<file path="config.mk">
export PLATFORM = sky130hd
export DESIGN_NAME = program_loader
export DESIGN_NICKNAME = d
export VERILOG_FILES = /design/src/rtl/microprocessor_pkg.sv /design/src/rtl/byte_timeout.sv /design/src/rtl/program_loader.sv
export SDC_FILE = /design/constraint.sdc
export NUM_CORES = 1
export LEC_CHECK = 0
export CAP_MARGIN = 10
export CORE_MARGIN = 2
export CORE_UTILIZATION = 35
export DETAILED_ROUTE_END_ITERATION = 10
export HOLD_SLACK_MARGIN = 0.06
export PLACE_DENSITY = 0.52
export SLEW_MARGIN = 20
export SYNTH_ARGS = -nofsm -noshare
export SYNTH_HDL_FRONTEND = slang
export SYNTH_SLANG_ARGS = --single-unit
</file>
<file path="constraint.sdc">
create_clock -name clk -period 2.8 [get_ports clk]
set_input_delay 0.56 -clock clk [delete_from_list [all_inputs] [get_ports clk]]
set_output_delay 0.56 -clock clk [all_outputs]
set_load 0.05 [all_outputs]
</file>
<file path="src/rtl/microprocessor_pkg.sv">
// Shared definitions for the processor top level: loader state encoding,
// frame sync byte and instruction width.
package microprocessor_pkg;

    localparam int         INSTR_W   = 32;
    localparam logic [7:0] SYNC_BYTE = 8'hA5;

    typedef enum logic [2:0] {
        ST_IDLE   = 3'd0,
        ST_LEN_HI = 3'd1,
        ST_LEN_LO = 3'd2,
        ST_DATA   = 3'd3,
        ST_CHECK  = 3'd4,
        ST_DONE   = 3'd5,
        ST_ERROR  = 3'd6
    } loader_state_t;

endpackage

</file>
<file path="src/rtl/byte_timeout.sv">
// Idle counter between received bytes; expired pulses on the cycle the count
// would reach TIMEOUT_CYCLES, unless a byte clears it in that same cycle.
module byte_timeout #(
    parameter int TIMEOUT_CYCLES = 1000000
) (
    input  logic clk,
    input  logic resetN,
    input  logic clear,
    input  logic enable,
    output logic expired
);

    localparam int CNT_W = $clog2(TIMEOUT_CYCLES + 1);

    logic [CNT_W-1:0] count;

    always_ff @(posedge clk) begin
        if (!resetN) begin
            count <= '0;
        end else if (clear || !enable) begin
            count <= '0;
        end else begin
            count <= count + CNT_W'(1);
        end
    end

    assign expired = enable && !clear && (count == CNT_W'(TIMEOUT_CYCLES - 1));

endmodule

</file>
<file path="src/rtl/program_loader.sv">
// Framed byte-stream loader for instruction memory: assembles big-endian words,
// writes them from address 0 and holds the CPU until the checksum verifies.
module program_loader
    import microprocessor_pkg::*;
#(
    parameter int ADDR_W         = 8,
    parameter int TIMEOUT_CYCLES = 1000000
) (
    input  logic               clk,
    input  logic               resetN,
    input  logic               byteValid,
    input  logic [7:0]         byteData,
    output logic               byteReady,
    output logic               imemWrite,
    output logic [ADDR_W-1:0]  imemAddress,
    output logic [INSTR_W-1:0] imemWriteData,
    output logic               cpuHold,
    output logic               loadDone,
    output logic               loadError,
    output loader_state_t      debug_state
);

    localparam logic [16:0] MAX_WORDS = 17'd1 << ADDR_W;

    // A byte moves only when byteValid and byteReady are both high on a rising
    // edge; byteReady stays high whenever out of reset, so there is no stall.
    logic accept;
    logic is_sync;
    logic expired;
    logic timer_enable;
    logic word_last;

    loader_state_t          state;
    loader_state_t          state_next;
    logic [7:0]             len_hi;
    logic [15:0]            words_left;
    logic [ADDR_W-1:0]      word_addr;
    logic [1:0]             byte_idx;
    logic [INSTR_W-9:0]     assembly;
    logic [7:0]             csum;
    logic [15:0]            length;

    assign accept       = byteValid && byteReady;
    assign is_sync      = (byteData == SYNC_BYTE);
    assign word_last    = (byte_idx == 2'd3);
    assign length       = {len_hi, byteData};
    assign timer_enable = (state == ST_LEN_HI) || (state == ST_LEN_LO) ||
                          (state == ST_DATA)   || (state == ST_CHECK);

    byte_timeout #(
        .TIMEOUT_CYCLES(TIMEOUT_CYCLES)
    ) u_timeout (
        .clk    (clk),
        .resetN (resetN),
        .clear  (accept),
        .enable (timer_enable),
        .expired(expired)
    );

    always_ff @(posedge clk) begin
        if (!resetN) begin
            state <= ST_IDLE;
        end else begin
            state <= state_next;
        end
    end

    always_comb begin
        state_next = state;
        unique case (state)
            ST_IDLE: begin
                if (accept && is_sync) state_next = ST_LEN_HI;
            end
            ST_LEN_HI: begin
                if (accept)       state_next = ST_LEN_LO;
                else if (expired) state_next = ST_ERROR;
            end
            ST_LEN_LO: begin
                if (accept) begin
                    if (length == 16'd0)                state_next = ST_CHECK;
                    else if ({1'b0, length} > MAX_WORDS) state_next = ST_ERROR;
                    else                                state_next = ST_DATA;
                end else if (expired) begin
                    state_next = ST_ERROR;
                end
            end
            ST_DATA: begin
                if (accept) begin
                    if (word_last && words_left == 16'd1) state_next = ST_CHECK;
                end else if (expired) begin
                    state_next = ST_ERROR;
                end
            end
            ST_CHECK: begin
                if (accept)       state_next = (byteData == csum) ? ST_DONE : ST_ERROR;
                else if (expired) state_next = ST_ERROR;
            end
            ST_DONE, ST_ERROR: begin
                if (accept && is_sync) state_next = ST_LEN_HI;
            end
            default: state_next = ST_IDLE;
        endcase
    end

    always_ff @(posedge clk) begin
        if (!resetN) begin
            byteReady     <= 1'b0;
            imemWrite     <= 1'b0;
            imemAddress   <= '0;
            imemWriteData <= '0;
            len_hi        <= '0;
            words_left    <= '0;
            word_addr     <= '0;
            byte_idx      <= '0;
            assembly      <= '0;
            csum          <= '0;
        end else begin
            byteReady <= 1'b1;
            imemWrite <= 1'b0;
            if (accept) begin
                unique case (state)
                    ST_IDLE, ST_DONE, ST_ERROR: begin
                        if (is_sync) begin
                            csum      <= '0;
                            word_addr <= '0;
                            byte_idx  <= '0;
                        end
                    end
                    ST_LEN_HI: len_hi <= byteData;
                    ST_LEN_LO: words_left <= length;
                    ST_DATA: begin
                        assembly <= {assembly[INSTR_W-17:0], byteData};
                        csum     <= csum ^ byteData;
                        byte_idx <= byte_idx + 2'd1;
                        // Address and data registers only change with a new strobe.
                        if (word_last) begin
                            imemWrite     <= 1'b1;
                            imemAddress   <= word_addr;
                            imemWriteData <= {assembly, byteData};
                            word_addr     <= word_addr + ADDR_W'(1);
                            words_left    <= words_left - 16'd1;
                        end
                    end
                    default: ;
                endcase
            end
        end
    end

    assign cpuHold     = (state != ST_DONE);
    assign loadDone    = (state == ST_DONE);
    assign loadError   = (state == ST_ERROR);
    assign debug_state = state;

endmodule
</file>
-- Yosys cells after proc, flatten, opt, wreduce, memory -nomap -nowiden
Cells that the tools add are included.
- register bits: 131
- bits in writable memories: 0
- bits in read-only memories: 0
- memories: 0
- output and inout bits: 48
- input bits: 11
- bits in latches: 0
- word-level logic and storage cells: 81
- bitwise operators: 2
- shifts and indexed selects: 0
- add/sub/neg operators: 4
- reduce and logical (&&, ||, !) cells: 25
- equal/unequal tests: 16
- multipliers: 0
- order comparisons: 1
- divide/modulo/power cells: 0
- mux-type cells: 21
- operators by type and width (kind ; count):
    $pmux 16 s2 ; 1
    $pmux 8 s2 ; 2
    $mux 3 ; 9
    $add 20x1->20 const B ; 1
    $eq 20x20->1 const B ; 1
    $eq 16x1->1 const B ; 1
    $gt 16x9->1 const B ; 1
    $logic_not 16->1 ; 1
    $mux 16 ; 1
    $mux 8 ; 2
    $sub 16x1->16 const B ; 1
    $pmux 3 s5 ; 1
    $reduce_and 3->1 ; 4
    $eq 3x3->1 const B ; 3
    $add 8x1->8 const B ; 1
    $eq 8x8->1 ; 1
    $eq 8x8->1 const B ; 1
    $xor 8x8->8 ; 1
    $eq 3x2->1 const B ; 2
    $reduce_and 2->1 ; 3
    $logic_and 1x1->1 ; 5
    $logic_or 1x1->1 ; 4
    $mux 2 ; 2
    $ne 2x1->1 const B ; 2
    15 further kinds ; 18

-- Logic depth before layout (Yosys ltp)
Gate-level depths: netlist of the first run.
- depth after elaboration: 9
- depth in mapped cells: 9
- depth with buffers taken out: 8

-- Hierarchy
Synthesis of the first run repeated with hierarchy kept, for this count alone.
- cells, all modules: 725
- area total of the unflattened synthesis: 5819.3 um2
- modules (own cells, without submodules) (module ; cells each ; instances ; area each (um2) ; seq. area each (um2)):
    program_loader ; 621 ; 1 ; 4894.7 ; 2222.1
    byte_timeout ; 104 ; 1 ; 924.6 ; 400.4

-- Worst setup path before layout of the first run
Ideal clock, no wire load.
- kind: reg2reg
- start: register state[2] (netlist: debug_state[2])
- end: register word_addr[7]
- arrival: 2464 ps
- clock period less this slack: 2592 ps
- setup time: 128 ps
- buffers on the path: 1
- cell stages (with the launch flop): 8
- data required time: 2672 ps
- slack: 208 ps
- cell sequence: dfxtp_1 > clkbuf_1 > nand3b_1 > nor3_1 > o31ai_2 > nor4_1 > xnor2_1 > nor2_1
- cells in the longest elaborated chain, start to end: 4
- elaborated cells on any way between the ends: 10
- classes of those cells: eq/ne: 5; mux: 1; reduce/logical: 4
- RTL lines (item ; line ; source):
    from (decl) ; program_loader.sv:33 ; loader_state_t state;
    from (signal assigned) ; program_loader.sv:64 ; state <= state_next;
    $eq 3x3->1 or $logic_not 3->1 (tied branches) ; program_loader.sv:121 ; unique case (state)
    $reduce_or 3->1 (no source line) ; -- ;
    $ne 2x1->1 (no source line) or $reduce_bool 2->1 (tied branches) ; -- ;
    $reduce_and 4->1 (no source line) ; -- ;
    to (signal assigned) ; program_loader.sv:140 ; word_addr <= word_addr + ADDR_W'(1);
    to (decl) ; program_loader.sv:37 ; logic [ADDR_W-1:0] word_addr;
Several ways; a longest one is shown, not always the timed one.
A chain may end at the register's enable or synchronous reset.

-- Worst setup path after layout of the first run
- start: input port byteData[1]
- end: register word_addr[5]
- cells in the longest elaborated chain, start to end: 3
- RTL lines (item ; line ; source):
    from (decl) ; program_loader.sv:12 ; input logic [7:0] byteData,
    $eq 8x8->1 ; program_loader.sv:44 ; assign is_sync = (byteData == SYNC_BYTE);
    $ne 2x1->1 (no source line) ; -- ;
    $reduce_and 4->1 (no source line) ; -- ;
No other way between the ends.

==> results of run 1 <==
worst register-to-register path: cells and delay by family, from the launching register on:
family	cells	cell delay, ns
buffers and inverters	1	0.10
and+or+nand+nor	2	1.14
adders and majority gates	1	0.24
AOI/OAI and AO/OA	3	0.37
DFF	1	0.35
cells in the final DEF, fill, tap and decap left out, types with 8 or more instances in the layout:
cell type and instances:
inv_1 9, nand3_1 20, nand2_1 161, mux2i_1 8, xor2_1 11, dfxtp_1 131
buf_4 35, nor2_1 87, clkbuf_16 17, nor3_1 15, clkdlybuf4s50_1 56, o21ai_0 30
a21oi_1 92, xnor2_1 20
path summary, 6_finish.rpt:
kind	start	endpoint	slack [ns]	cells past startpoint
hold / removal	u_timeout.count[0]	u_timeout.count[0]	0.44	1
hold reg to reg	u_timeout.count[0]	u_timeout.count[0]	0.44	1
setup / recovery	byteData[1]	word_addr[5]	0.37	8
setup reg to reg	words_left[0]	words_left[14]	0.49	7
registers in the layout, summed over array words and instances, names as in the netlist:
name and count:
word_addr 8, imemWrite 1, imemAddress 8, imemWriteData 32
assembly 24, csum 8, len_hi 8, byte_idx 2
byteReady 1, u_timeout.count 20, words_left 16, debug_state 3
power groups by stage:
stage          logic (mW)  clock network (mW)  registers, mW
2_1_floorplan       0.160                   0           1.95
3_3_place_gp        0.281                   0           1.93
3_5_place_dp        0.283                   0           1.93
4_1_cts             0.284                2.25           1.89
5_1_grt             0.310                2.32           1.90
6_report            0.284                2.20           1.89
per-layer routing:
metal | up-vias | wire (µm) | track usage
li1 | 2618 | - | -
met5 | - | 0 | 0
met1 | 2432 | 7410 | 0.255
met2 | 100 | 6420 | 0.258
met4 | 0 | 193 | 0.0632
met3 | 9 | 515 | 0.0440
final cells by class:
type / instances / share of cell area
Inverter: 10 / 0.00522
Clock buffer: 23 / 0.0679
Clock inverter: 8 / 0.0139
Multi-Input combinational cell: 539 / 0.390
Tap cell: 216 / 0.0376
Sequential cell: 131 / 0.365
Timing Repair Buffer: 93 / 0.120
cells by family after synthesis:
family,after synthesis
XOR/XNOR,31
adder cells (fa/ha/maj),5
buffers and inverters,53
AND/OR/NAND/NOR,331
AO/OA/AOI/OAI,164
multiplexers,8
flip-flops,131
==> results.md, run 1 <==
- Initial DRC Count: 364
- Tcrit/Tclk final: 0.867
- Final wirelength: 14.5 mm
- Root Buffer: clkbuf_16
- Critical path class: input pin to flop
- Post-synth top area cell: dfxtp_1
- H-tree depth: 4
- CP Data Arrival Time: 2.74 ns
- HP Class: flop to flop
- Peak VDD IR: 0.355 mV
- Fraction of registers with async set/reset: 0
- Util after Layout: 0.456
- Post-synthesis net count: 739
- Non-filler cells, final: 1020
- Setup TNS: 0 ns
- Worst-Margin Slew: 0.765 ns
- Global-route wire length before repair: 23.7 mm
- Simple-gate portion of the synthesized area: 0.258
- CP Launch Type: input pin
- Multi-input gate area: 2810 µm²
- Internal: 3.38 mW
- Initial cell density of the core: 0.357
- XOR/XNOR Fraction of Synth Area: 0.0483
- Synth top area share: 0.466
- Max stage delay on crit path: 0.52 ns
- Syn Std Cell Area: 5620 µm²
- Hold Buf Count CTS: 0
- Syn-to-layout area delta: 27.8%
- Setup ws final: 0.374 ns
- # Max-Cap Violations: 0
- # DRC: 0
- Clock-pin slew on the worst setup and hold paths: 0.05 ns
- First-pass DRT Iterations: 7
- HPWL after DPL: 9.97 mm
- Mux contribution to synthesized area: 0.0142
- Switching share of power: 0.227
- Clock Skew: 0.0134 ns
- Synth Area in Compound Gates: 0.166
- Slew HR: 0.485
- RSZ-0062 raised after global routing: no
- Vias post-DR: 5159
- Layout fillers: 1615
- Worst Setup End Kind: flop
- Ys flop type: dfxtp_1
- GRT Overall Usage: 0.177
- Clock sink total: 131
- Fin Hold WS: 0.444 ns
- Gate power share: 0.065
- CP Max Fanout: 6
- Status: finished clean
- Clk_lat worst skew: 0.42 ns
- Syn Inst Count: 723
- Antenna violations before repair: 0
- Seq cells post-synth: 131
- Maximum number of pins on one net before global-route repair: 55
- Rows: 46
- Setup Buffers After CTS: 0
- Port Buffer Count: 58
- Clock Power Share: 0.503
- Sw power: 0.996 mW
- Main combinational cell family by area after synthesis: simple AND/OR/NAND/NOR gates
- Most common library cells after synthesis: 161 x nand2_1, 131 x dfxtp_1, 92 x a21oi_1
- Core Area: 15800 µm²
- Die Wd: 131 µm
- Largest cells by area after synthesis: dfxtp_1 47%, nand2_1 11%, a21oi_1 8.2%
- Critical Path Slowest Stage Cell: or4_1
- Total power: 4.38 mW
- TritonCTS buffer count: 17
- CTS tree: built
- Most frequent cell after synthesis: nand2_1
- Vias in the first global route: 4668
- WL per Instance: 14.3 µm
- I/O Pins: 59
- Fraction of layout cells with a size suffix above 1: 0.0933
- Worst-path cell chain: clkdlybuf4s50_1 > or4_1 > buf_4 > nor3_1 > o31ai_2 > nor4_1 > xnor2_1 > nor2_1
- Max-slew violation count: 0
- Post-synthesis area per instance: 7.78 µm²
- CTS Buffer Depth: 2
- Die area: 17100 µm²
- Post-synthesis sequential area ratio: 0.466
- GPL Wtd Cong: 0.845
- Routed Antenna Nets: 0
- Max Fclk: 412 MHz
- Fin crit period: 2.43 ns
- Die height: 131 µm
- DP Area: 6600 µm²
- Gates resized, CTS repair: 0
- CP required: 3.11 ns
- Average vias per placed instance: 5.06
- Post-synthesis adder-cell area fraction: 0.0111
- Leak: 2.40 nW
- Post-Place Worst Slack: -0.0635 ns
- Delay-heaviest family, CP: simple AND/OR/NAND/NOR gates
- PD cells: 609 nW/µm²
- Post-synthesis cell type count: 52
- Inst Count DP: 989
- Grt ovf: 0
- Layout net count: 808
- ANT cells: 0
- Buffers plus inverters on the worst setup path: 2
- EDFF count, synth: 0
- Reg power frac: 0.432
- Fin. Hold Viols: 0
- Final Cell Area: 7190 µm²
- Finish-stage setup viols: 0
- FF+latch area: 2620 µm²
- Ys Warns: 0
(Power assumes the default switching activity.)
==> run 2, diff against run 1 <==
--- a/config.mk
+++ b/config.mk
@@ -11,6 +11,7 @@
 export DETAILED_ROUTE_END_ITERATION = 10
 export HOLD_SLACK_MARGIN = 0.06
 export PLACE_DENSITY = 0.52
+export REMOVE_ABC_BUFFERS = 1
 export SLEW_MARGIN = 20
 export SYNTH_ARGS = -nofsm -noshare
 export SYNTH_HDL_FRONTEND = slang
==> run 2 against run 1 <==
Sequential share of layout area about the same. Clock skew down 0.0037 ns. Critical endpoint is now cpuHold. Sequential power about the same. Worst setup slack worse by 0.15 ns. Largest power group unchanged.
==> results.md, run 2 (same netlist as run 1, synthesis figures left out) <==
- Non-filler cells, final: 1021 (+0.098%)
- Worst-Margin Slew: 0.760 ns (-0.00586 ns)
- Clock Skew: 0.00964 ns (-0.00374 ns)
- RSZ-0062 raised after global routing: no
- ANT cells: 0 (unchanged)
- Largest reg by FF count: imemWriteData
- Die Wd: 131 µm (unchanged)
- Max Fclk: 388 MHz (-5.7%)
- FF-to-FF Start: words_left[0]
- Average vias per placed instance: 5.07 (+0.31%)
- Reg power frac: 0.436 (+0.004)
- Hold Buf Count CTS: 0 (unchanged)
- Tcrit/Tclk final: 0.919 (+0.0528)
- Worst Setup End Kind: output pin
- Layout net count: 808 (unchanged)
- TritonCTS buffer count: 17 (unchanged)
- Setup ws final: 0.226 ns (-0.148 ns)
- Port Buffer Count: 58 (unchanged)
- Util after Layout: 0.456 (+0.000476)
- WHS Path Cells: 1 (unchanged)
- Post-Place Worst Slack: -0.0213 ns (+0.0422 ns)
- Fin crit period: 2.57 ns (+0.148 ns)
- # Max-Cap Violations: 0 (unchanged)
- Leak: 2.39 nW (-0.47%)
- Slew HR: 0.489 (+0.00394)
- Vias in the first global route: 5030 (+7.8%)
- Commonest non-fill, non-tap cells in the layout: 161 x nand2_1, 131 x dfxtp_1, 92 x a21oi_1
- Final Cell Area: 7200 µm² (+0.10%)
- Finish-stage setup viols: 0 (unchanged)
- Clock sink total: 131 (unchanged)
- Clk_lat worst skew: 0.42 ns (about the same)
- Switching share of power: 0.253 (+0.0260)
- CTS Buffer Depth: 2 (unchanged)
- Die area: 17100 µm² (unchanged)
- Capturing point of the worst reg2reg path: words_left[14]
- # DRC: 0 (unchanged)
- Inst Count DP: 989 (unchanged)
- Internal: 3.26 mW (-3.8%)
- CP Data Arrival Time: 2.01 ns (-0.73 ns)
- Critical path class: flop to output pin
- Setup Buffers After CTS: 0 (unchanged)
- CP required: 2.24 ns (-0.87 ns)
- Gates resized, CTS repair: 0 (unchanged)
- Status: finished clean
- Setup slack, reg-to-reg: 0.45 ns (-0.04 ns)
- Global-route wire length before repair: 24.5 mm (+3.3%)
- Fin Hold WS: 0.439 ns (-0.00513 ns)
- Peak VDD IR: 0.402 mV (+13%)
- HP Class: flop to flop
- Root Buffer: clkbuf_16
- GRT Overall Usage: 0.182 (+0.00472)
- First-pass DRT Iterations: 4 (-3)
- DP Area: 6610 µm² (+0.19%)
- Hold path start: u_timeout.count[0]
- Die height: 131 µm (unchanged)
- Routed Antenna Nets: 0 (unchanged)
- WL per Instance: 14.6 µm (+2.7%)
- Largest regs: imemWriteData (32), assembly (24), u_timeout.count (20)
- Syn-to-layout area delta: 27.9%
- Clock-pin slew on the worst setup and hold paths: 0.06 ns (about the same)
- CP Max Fanout: 12 (+6)
- Antenna violations before repair: 0 (unchanged)
- Fin. Hold Viols: 0 (unchanged)
- H-tree depth: 4 (unchanged)
- Flip-flop count of the largest register after layout: 32 (unchanged)
- Grt ovf: 0 (unchanged)
- I/O Pins: 59 (unchanged)
- Vias post-DR: 5180 (+0.41%)
- Fraction of layout cells with a size suffix above 1: 0.0969 (+0.00361)
- Core Area: 15800 µm² (unchanged)
- Final wirelength: 15.0 mm (+2.8%)
- Reg2reg path depth: 7 (unchanged)
- GPL Wtd Cong: 0.840 (-0.59%)
- Rows: 46 (unchanged)
- Initial DRC Count: 309 (-15%)
- Gate power share: 0.064 (about the same)
- Maximum number of pins on one net before global-route repair: 42 (-24%)
- Commonest non-fill, non-tap cell in the layout: nand2_1
- Layout fillers: 1584 (-1.9%)
- CTS tree: built
- PD cells: 606 nW/µm² (-0.56%)
- Total power: 4.36 mW (-0.45%)
- Max-slew violation count: 0 (unchanged)
- Setup TNS: 0 ns (unchanged)
- Clock Power Share: 0.500 (-0.003)
- HPWL after DPL: 9.97 mm (about the same)
- Initial cell density of the core: 0.357 (unchanged)
- CP Launch Type: flop
- Sw power: 1.11 mW (+11%)
- Worst Hold End: u_timeout.count[0]
## run 2: layout make-up
| class | count | area [µm²] | area share |
|---|---|---|---|
| Tap cell | 216 | 270 | 0.0376 |
| Inverter | 10 | 37.5 | 0.00522 |
| Clock buffer | 18 | 439 | 0.0610 |
| Sequential cell | 131 | 2620 | 0.364 |
| Timing Repair Buffer | 93 | 876 | 0.122 |
| Clock inverter | 14 | 144 | 0.0200 |
| Multi-Input combinational cell | 539 | 2810 | 0.390 |
## run 2: worst max path at each step
stage	from	end	cells after the start
4_1_cts	debug_state[0]	cpuHold	2
2_1_floorplan	debug_state[0]	words_left[9]	6
5_1_grt	debug_state[0]	cpuHold	2
3_5_place_dp	byteData[1]	debug_state[2]	8
3_3_place_gp	byteData[1]	word_addr[7]	8
6_report	debug_state[0]	cpuHold	2
## run 2: worst max-delay path: stages (launching register included)
cell and delay [ns]:
dfxtp_1 0.60, nand3b_1 0.23, clkdlybuf4s50_1 0.76
## run 2: power by group through the flow
stage          combinational, mW  clock, mW  sequential (mW)
6_report                   0.280       2.18             1.90
5_1_grt                    0.306       2.31             1.90
4_1_cts                    0.281       2.23             1.90
3_5_place_dp               0.280          0             1.94
3_3_place_gp               0.280          0             1.94
2_1_floorplan              0.132          0             1.96
## run 2: per-layer routing
metal,global-route usage,wire [µm],vias up
met5,0,0,-
met4,0.0782,220,0
met3,0.0371,623,19
met2,0.302,7060,99
met1,0.230,7050,2452
li1,-,-,2610
==> run 3, diff against run 2 <==
--- a/config.mk
+++ b/config.mk
@@ -7,10 +7,10 @@
 export LEC_CHECK = 0
 export CAP_MARGIN = 10
 export CORE_MARGIN = 2
-export CORE_UTILIZATION = 35
+export CORE_UTILIZATION = 52
 export DETAILED_ROUTE_END_ITERATION = 10
 export HOLD_SLACK_MARGIN = 0.06
-export PLACE_DENSITY = 0.52
+export PLACE_DENSITY = 0.72
 export REMOVE_ABC_BUFFERS = 1
 export SLEW_MARGIN = 20
 export SYNTH_ARGS = -nofsm -noshare
==> run 3 against run 2 <==
Final cell count down 7.8%. Register-to-register slack better by 0.09 ns. Clock skew shrank 0.0011 ns. Combinational power is essentially flat. Critical endpoint unchanged. Largest cell class unchanged. Worst hold slack gained 0.0058 ns. Via count rose by 2.9%. First-iteration DRC count is 0.97% lower. Non-clock buffer count unchanged.
==> results.md, run 3 (same netlist as run 1, synthesis figures left out) <==
- Status: finished clean
- Routed Antenna Nets: 0 (unchanged)
- Setup TNS: 0 ns (unchanged)
- GPL Wtd Cong: 0.856 (+2.0%)
- Worst-Margin Slew: 0.685 ns (-0.0750 ns)
- Tcrit/Tclk final: 0.924 (+0.00433)
- Layout net count: 808 (unchanged)
- Clock-pin slew on the worst setup and hold paths: 0.06 ns (about the same)
- TritonCTS buffer count: 17 (unchanged)
- Grt ovf: 0 (unchanged)
- Fin crit period: 2.59 ns (+0.0121 ns)
- Commonest non-fill, non-tap cell in the layout: nand2_1
- Vias in the first global route: 4885 (-2.9%)
- CTS Buffer Depth: 2 (unchanged)
- Die area: 11700 µm² (-32%)
- Worst Setup End Kind: output pin
- Layout fillers: 869 (-45%)
- Syn-to-layout area delta: 27.2%
- PD cells: 642 nW/µm² (+6.0%)
- Leak: 2.41 nW (+1.1%)
- Maximum number of pins on one net before global-route repair: 58 (+38%)
- CP required: 2.24 ns (about the same)
- Gates resized, CTS repair: 0 (unchanged)
- Inst Count DP: 909 (-8.1%)
- Initial DRC Count: 306 (-0.97%)
- CP Launch Type: flop
- # DRC: 0 (unchanged)
- Clk_lat worst skew: 0.53 ns (+0.11 ns)
- CP Data Arrival Time: 2.03 ns (+0.02 ns)
- WL per Instance: 14.9 µm (+1.6%)
- CP Max Fanout: 8 (-4)
- WHS Path Cells: 1 (unchanged)
- Clock Skew: 0.00857 ns (-0.00107 ns)
- Gr busiest metal: met2
- Average vias per placed instance: 5.66 (+12%)
- Total power: 4.59 mW (+5.3%)
- Reg2reg path depth: 7 (unchanged)
- Initial cell density of the core: 0.540 (+0.183)
- Max Fclk: 387 MHz (-0.47%)
- ANT cells: 0 (unchanged)
- Non-filler cells, final: 941 (-7.8%)
- Global-route wire length before repair: 23.2 mm (-5.4%)
- RSZ-0062 raised after global routing: no
- Vias post-DR: 5329 (+2.9%)
- Flip-flop count of the largest register after layout: 32 (unchanged)
- Finish-stage setup viols: 0 (unchanged)
- Clock sink total: 131 (unchanged)
- Commonest non-fill, non-tap cells in the layout: 161 x nand2_1, 131 x dfxtp_1, 92 x a21oi_1
- Multi-input gate area: 2810 µm² (unchanged)
- Port Buffer Count: 58 (unchanged)
- GRT Overall Usage: 0.250 (+0.0685)
- CTS tree: built
- HPWL after DPL: 9.34 mm (-6.3%)
- Final wirelength: 14.0 mm (-6.4%)
- Fraction of layout cells with a size suffix above 1: 0.0944 (-0.00248)
- Hold Buf Count CTS: 0 (unchanged)
- H-tree depth: 4 (unchanged)
- Met1 usage: 0.315 (+0.0853)
- GR Layer Usage met3: 0.0681 (+0.0311)
- # Max-Cap Violations: 0 (unchanged)
- Critical path class: flop to output pin
- Die height: 108 µm (-17%)
- Die Wd: 108 µm (-17%)
- FF+latch area: 2620 µm² (unchanged)
- Core Area: 10400 µm² (-34%)
- Fin Hold WS: 0.445 ns (+0.00576 ns)
- Rows: 37 (-20%)
- I/O Pins: 59 (unchanged)
- Largest regs: imemWriteData (32), assembly (24), u_timeout.count (20)
- Peak VDD IR: 0.606 mV (+51%)
- M2 GR Usage: 0.421 (+0.119)
- Largest reg by FF count: imemWriteData
- Antenna violations before repair: 0 (unchanged)
- Setup Buffers After CTS: 0 (unchanged)
- Fin. Hold Viols: 0 (unchanged)
- Slew HR: 0.539 (+0.0505)
- Max-slew violation count: 0 (unchanged)
- HP Class: flop to flop
- First-pass DRT Iterations: 7 (+3)
- Root Buffer: clkbuf_8
==> run 3: layout make-up <==
cell class | count | area share
Clock buffer | 20 | 0.0623
Clock inverter | 12 | 0.0285
Inverter | 10 | 0.00525
Multi-Input combinational cell | 539 | 0.392
Sequential cell | 131 | 0.367
Tap cell | 136 | 0.0238
Timing Repair Buffer | 93 | 0.121
==> run 3: power by group <==
group	internal, mW	total, mW	switching, mW
Combinational	0.108	0.277	0.169
Clock	1.59	2.42	0.833
Sequential	1.88	1.90	0.0187
==> run 3: critical path: stages, from the launching register on <==
cell	delay, ns
dfxtp_1	0.50
nand3b_1	0.24
clkdlybuf4s50_1	0.76
==> run 3: per-layer routing <==
| metal | vias up | wire length [µm] |
|---|---|---|
| li1 | 2616 | - |
| met1 | 2558 | 6160 |
| met2 | 134 | 6920 |
| met3 | 21 | 758 |
| met4 | 0 | 157 |
| met5 | - | 0 |
==> run 3: worst paths after layout <==
kind / startpoint / end / slack [ns]
min reg2reg: u_timeout.count[0] / u_timeout.count[0] / 0.44
max: debug_state[0] / cpuHold / 0.21
min: u_timeout.count[0] / u_timeout.count[0] / 0.44
max reg2reg: words_left[1] / words_left[14] / 0.54
==> run 3: through the flow <==
| step | setup slack (ns) | area (µm²) | util |
|---|---|---|---|
| floorplan | -1.38 | 5460 | - |
| global placement | -0.0305 | 6500 | 0.624 |
| detailed placement | -0.0932 | 6500 | 0.624 |
| CTS | 0.219 | 7150 | 0.687 |
| global route | 0.201 | 7150 | 0.687 |
| finish | 0.214 | 7150 | 0.687 |
